<file path="src/rtl/shift_register_sequencer.sv">
// Command sequencer for a 4-bit universal shift register.
// Drives mode, serial and parallel pins for load/shift/rotate commands.
module shift_register_sequencer #(
  parameter int WIDTH = 4,
  parameter int CNT_W = 3
) (
  input  logic             clk,
  input  logic             clear,
  input  logic             cmd_valid,
  output logic             cmd_ready,
  input  logic [1:0]       cmd_op,
  input  logic [CNT_W-1:0] cmd_count,
  input  logic [WIDTH-1:0] cmd_data,
  input  logic             cmd_fill,
  input  logic [WIDTH-1:0] reg_q,
  output logic             S1,
  output logic             S0,
  output logic             shift_right,
  output logic             shift_left,
  output logic [WIDTH-1:0] Parallel_In,
  output logic             busy,
  output logic             done
);

  typedef enum logic [1:0] {
    IDLE = 2'd0,
    RUN  = 2'd1,
    DONE = 2'd2
  } state_t;

  localparam logic [1:0] OP_LD  = 2'b00;
  localparam logic [1:0] OP_SHR = 2'b01;
  localparam logic [1:0] OP_SHL = 2'b10;
  localparam logic [1:0] OP_ROR = 2'b11;

  state_t           state_q, state_d;
  logic [1:0]       op_q, op_d;
  logic [CNT_W-1:0] cnt_q, cnt_d;
  logic             fill_q, fill_d;
  logic [WIDTH-1:0] data_q, data_d;
  logic [1:0]       s_q, s_d;
  logic             sr_q, sr_d;
  logic             sl_q, sl_d;
  logic             busy_q, busy_d;
  logic             done_q, done_d;
  logic             accept;
  logic             unused_reg;

  assign unused_reg = ^reg_q[WIDTH-1:1];

  assign cmd_ready   = (state_q != RUN);
  assign accept      = cmd_valid && cmd_ready;
  assign S1          = s_q[1];
  assign S0          = s_q[0];
  assign shift_left  = sl_q;
  assign Parallel_In = data_q;
  assign busy        = busy_q;
  assign done        = done_q;

  // Rotate feeds the LSB straight back so it wraps on every step edge
  assign shift_right = (state_q == RUN && op_q == OP_ROR)
                     ? reg_q[0] : sr_q;

  // Next-state, latched command and registered pin values
  always_comb begin
    state_d = state_q;
    op_d    = op_q;
    cnt_d   = cnt_q;
    fill_d  = fill_q;
    data_d  = data_q;
    s_d     = 2'b00;
    sr_d    = 1'b0;
    sl_d    = 1'b0;
    busy_d  = 1'b0;
    done_d  = 1'b0;
    unique case (state_q)
      RUN: begin
        if (cnt_q == CNT_W'(1)) begin
          state_d = DONE;
          done_d  = 1'b1;
        end else begin
          cnt_d  = cnt_q - CNT_W'(1);
          s_d    = s_q;
          sr_d   = (op_q == OP_SHR) ? fill_q : 1'b0;
          sl_d   = (op_q == OP_SHL) ? fill_q : 1'b0;
          busy_d = 1'b1;
        end
      end
      IDLE, DONE: begin
        state_d = IDLE;
        if (accept) begin
          op_d   = cmd_op;
          cnt_d  = cmd_count;
          fill_d = cmd_fill;
          data_d = cmd_data;
          if (cmd_op != OP_LD && cmd_count == '0) begin
            state_d = DONE;
            done_d  = 1'b1;
          end else begin
            state_d = RUN;
            busy_d  = 1'b1;
            unique case (cmd_op)
              OP_LD: begin
                s_d   = 2'b11;
                cnt_d = CNT_W'(1);
              end
              OP_SHR: begin
                s_d  = 2'b01;
                sr_d = cmd_fill;
              end
              OP_SHL: begin
                s_d  = 2'b10;
                sl_d = cmd_fill;
              end
              OP_ROR: s_d = 2'b01;
              default: s_d = 2'b00;
            endcase
          end
        end
      end
      default: state_d = IDLE;
    endcase
  end

  // State and output registers; clear aborts any command at once
  always_ff @(posedge clk or negedge clear) begin
    if (!clear) begin
      state_q <= IDLE;
      op_q    <= '0;
      cnt_q   <= '0;
      fill_q  <= 1'b0;
      data_q  <= '0;
      s_q     <= 2'b00;
      sr_q    <= 1'b0;
      sl_q    <= 1'b0;
      busy_q  <= 1'b0;
      done_q  <= 1'b0;
    end else begin
      state_q <= state_d;
      op_q    <= op_d;
      cnt_q   <= cnt_d;
      fill_q  <= fill_d;
      data_q  <= data_d;
      s_q     <= s_d;
      sr_q    <= sr_d;
      sl_q    <= sl_d;
      busy_q  <= busy_d;
      done_q  <= done_d;
    end
  end

endmodule

</file>
<file path="config.mk">
export PLATFORM = sky130hd
export DESIGN_NAME = shift_register_sequencer
export DESIGN_NICKNAME = d
export VERILOG_FILES = /design/src/rtl/shift_register_sequencer.sv
export SDC_FILE = /design/constraint.sdc
export NUM_CORES = 1
export LEC_CHECK = 0
export BUFFER_PORTS_ARGS = -buffer_cell sky130_fd_sc_hd__buf_2
export CAP_MARGIN = 20
export CORE_MARGIN = 3
export CORE_UTILIZATION = 35
export CTS_BUF_LIST = sky130_fd_sc_hd__clkbuf_4 sky130_fd_sc_hd__clkbuf_8
export DETAILED_ROUTE_END_ITERATION = 6
export PLACE_DENSITY = 0.64
export SLEW_MARGIN = 10
export SYNTH_ARGS = -nofsm -noshare
export SYNTH_HDL_FRONTEND = slang
export SYNTH_SLANG_ARGS = --single-unit
</file>
<file path="constraint.sdc">
create_clock -name clk -period 1.73 [get_ports clk]
set_clock_uncertainty 0.15 [all_clocks]
set_input_delay 0.173 -clock clk [delete_from_list [all_inputs] [get_ports clk]]
set_output_delay 0.173 -clock clk [all_outputs]
set_load 0.02 [all_outputs]
</file>
* Word-level counts from Yosys, hierarchy flattened
Cells that the tools add are included.
Cells by class: multiplexer cells 35, div/mod/pow operators 0, shift operators 0, reduce and logical (&&, ||, !) cells 12, bitwise gates (word level) 0, eq/ne operators 13, order comparisons 0, $mul 0, add/subtract/negate cells 1
Operator list (count):
- $mux 1 | 17
- $mux 2 | 6
- $mux 3 | 4
- $eq 2x2->1 const B | 5
- $pmux 1 s2 | 4
- $pmux 2 s2 | 2
- $eq 2x1->1 const B | 3
- $pmux 2 s3 | 1
- $pmux 3 s2 | 1
- $logic_not 2->1 | 2
- $ne 2x1->1 const B | 2
- $ne 2x2->1 const B | 2
- $reduce_bool 2->1 | 2
- $reduce_or 2->1 | 2
- $eq 3x1->1 const B | 1
- $logic_and 1x1->1 | 3
- $logic_not 3->1 | 1
- $reduce_and 3->1 | 1
- $sub 3x1->3 const B | 1
- $reduce_and 2->1 | 1
Word-level totals: bits of input ports 17, RAM bits 0, memory bits (read-only) 0, word-level logic and storage cells 71, output and inout bits 11, bits in latches 0, flip-flop bits (word level) 18, memories 0

* Longest topological paths before layout
depth in word-level cells 6, gate-level depth with buffers 5

* Worst setup path before layout
No wires, ideal clock.
path type register -> output, start reg state_q[0], end out shift_right, setup slack 0.274 ns, arrival 1.133 ns, stages on the path, launching flop included 4, path buffers 0, cell sequence dfrtp_1 -> and2b_2 -> nand3_1 -> mux2_1
On the way: word-level cells in the longest chain between the ends 3
Ends and longest elaborated chain:
- start, declared | line 36 | state_t state_q, state_d;
- start signal, assigned | line 139 | state_q <= state_d;
- $eq 2x1->1 | line 61 | assign shift_right = (state_q == RUN && op_q == OP_ROR)
- $logic_and 1x1->1 | line 61
- $mux 1 | line 62 | ? reg_q[0] : sr_q;
- end, declared | line 18 | output logic shift_right,
Every way passes these cells.

* Worst setup path in the final report
start reg state_q[1], end out shift_right
Same word-level chain as after synthesis.

==> flow_metrics.tcl <==
set metrics [dict create \
    max-cap-violations 0 \
    total_vias_in_the_final_route 724 \
    synth_cell_types 34 \
    clk-insertion-delay-late_ps 290 \
    global_route.overflow_total 0 \
    dr.first_iter.drc_count 16 \
    grt_pass1_wl_microns 3346 \
    clock_path_buffers 2 \
    gr-usage-all-layers 0.1358 \
    worstHoldPathCells 2 \
    slew_headroom 0.7239 \
    number_of_synthesized_flops_with_an_enable_pin 0 \
    vdd.ir_drop.worst_uv 1007 \
    violated_checks "setup timing" \
    post-route-min-period_ps 1743 \
    io-pin-count 28 \
    ys_dominant_reg_cell "sky130_fd_sc_hd__dfrtp_1" \
    clk_root_buffer_cell "sky130_fd_sc_hd__clkbuf_4" \
    gp_routability_congestion 0.7606 \
    final-hold-violation-count 0 \
    synthToLayoutAreaGrowth_pct 29.64 \
    tightest_slew_ps 414.1 \
    yosys.cell_count.top_type "sky130_fd_sc_hd__dfrtp_1" \
    timing.critical_path.from "state_q[1]" \
    number_of_vias_per_cell 5.171 \
    die_area_sq_um 3187 \
    postLayoutSetupSlackWorst_ps -12.57 \
    detailedPlacementHpwl_microns 1391 \
    final-max-slew-violation-count 0 \
    pwr_density_cell_nw_per_um2 1697 \
    numPortBuffers 24 \
    critical_path_cell_count 4 \
    critical_path_buf_inv_count 1 \
    drt-pass1-iter-count 4 \
    syn-cell-area_sq_um 890.9 \
    rows 17 \
    syn-mean-instance-area_sq_um 11.57 \
    cts.clk_slew.worst_paths_ps 110 \
    antenna_cells 0 \
    critPathLaunchType "flip-flop" \
    hp-class "in2reg" \
    r2r_cells 5 \
    start_util 0.3842 \
    max_stage_delay_ps 390 \
    timing.final.crit_share 1.007 \
    setup.worst_path.class "reg2out" \
    wl_microns 1976 \
    run_status "finished with violations" \
    clock_tree.htree_level_count 1 \
    grt_start_max_net_pins 19 \
    hold_start "cmd_op[0]" \
    yosysTopAreaCellShare 0.5056 \
    cts_tree "done" \
    synth_commonest_cells "sky130_fd_sc_hd__dfrtp_1 (18), sky130_fd_sc_hd__inv_1 (4), sky130_fd_sc_hd__mux2_2 (4), sky130_fd_sc_hd__nand2_1 (4), sky130_fd_sc_hd__nor2b_1 (4)" \
    core-area_sq_um 2318 \
    cp_slowest_cell "sky130_fd_sc_hd__dfrtp_1" \
    synth_largest_area_cell "sky130_fd_sc_hd__dfrtp_1" \
    die_height_microns 56.45 \
    synth_area_leaders "sky130_fd_sc_hd__dfrtp_1 (51%), sky130_fd_sc_hd__mux2_2 (5.1%), sky130_fd_sc_hd__mux2_4 (3.4%), sky130_fd_sc_hd__ha_1 (2.8%), sky130_fd_sc_hd__nor2b_1 (2.8%)" \
    async_reset_ff_frac 1.000 \
    ys_seq_elements 18 \
    critPathCaptureType "primary output" \
    cts_buffers 3 \
    required_time_of_the_worst_setup_path_ps 1410 \
    grt_setup_unrepaired "true" \
    die_w_microns 56.45 \
    path_max_fanout 2 \
    regToRegStartpoint "cnt_q[1]" \
    first_global_vias 717 \
    cp_cell_sequence "and2b_2 -> nand3_2 -> mux2_4 -> buf_6" \
    crit_arrival_ps 1420 \
    timing.setup.tns_ps -12.57 \
    average_wire_per_standard_cell_microns 14.11 \
    total_power_mw 1.960 \
    ys_seq_area_frac 0.5056 \
    drt.antenna.violating_nets 0 \
    fin_nets 132 \
    synth_cells 77 \
    p_leak_nw 0.5723 \
    detail_route.drc_violations 0 \
    clock_net_sink_count 18 \
    maxClockFrequency_mhz 573.9 \
    post_route_cells_drive_above_1_share 0.4107 \
    yosysWarnings 0 \
    syn-num-nets 96 \
    grt_antenna_before_repair 0 \
    setup_violations 1 \
    dominant_delay_contributor_by_cell_family_on_the_critical_path "flip-flops" \
]
[final cells by class]
cell class | instances | area, sq um
inverters | 5 | 18.77
well taps | 28 | 35.03
repair buffers | 33 | 206.4
clock buffers | 4 | 36.28
multi-input cells | 52 | 407.9
flip-flops and latches | 18 | 450.4
fillers | 221 | 1164
[repair_timing]
action / in CTS / in global routing
pin swaps: 1 / 0
endpoints found under the setup margin: 1 / 1
endpoints found under the hold margin: 22 / 0
hold buffers: 5 / 0
resized for setup: 4 / 0
setup buffers: 2 / 0
[registers in the layout, indices dropped and copies added, names as in the netlist]
signal	cells
s_q	2
done	1
fill_q	1
state_q	2
cnt_q	3
Parallel_In	4
sr_q	1
busy	1
op_q	2
shift_left	1
[logic make-up after synthesis]
| kind of cell | Yosys count | synth area share |
|---|---|---|
| DFF | 18 | 0.5056 |
| and+or+nand+nor | 24 | 0.1629 |
| muxes | 8 | 0.1081 |
| AOI/OAI and AO/OA | 18 | 0.1489 |
| adders and majority gates | 2 | 0.02809 |
| buffers and inverters | 7 | 0.04634 |
[worst paths after layout]
path	to	slack [ps]
setup / recovery	shift_right	-10
hold reg to reg	s_q[0]	350
max in group asynchronous	Parallel_In[2]	950
setup reg to reg	shift_left	180
min in group asynchronous	cnt_q[1]	180
hold / removal	s_q[1]	7
[through the flow]
stage	hold slack, ps	cell area, sq um	std cells	setup slack, ps	utilization
after global routing	17.98	1155	140	-101.5	0.4981
final	6.580	1155	140	-12.57	0.4981
after CTS	1.446	1155	140	-32.61	0.4981
after floorplan	-272.6	890.9	77	274.0	-
after detailed placement	-24.12	1039	129	169.2	0.4479
after global placement	-22.66	1039	129	179.6	0.4479
[per-layer routing]
layer / part of all wire / global-route usage
met5: 0 / 0
met3: 0.045 / 0.02989
met1: 0.46 / 0.1814
met4: 0.0061 / 0.06102
met2: 0.49 / 0.2079
[report_power, final]
group	switching (mW)	internal [mW]	total, mW	leakage (nW)
clock	0.130	0.128	0.258	0.0210
combinational	0.523	0.451	0.974	0.331
sequential	0.119	0.609	0.728	0.220
[layout by cell type (no fill, tap or decap), drive strengths merged, types with 3 or more instances in the layout]
cell and n:
buf 28, inv 5, mux2 7, clkbuf 4, nor2 4, dlygate4sd3 5, nand2 4, o211ai 3
a21oi 3, nor2b 4, nand3 3, dfrtp 18
Note: power is estimated with default switching activity, not from simulation.
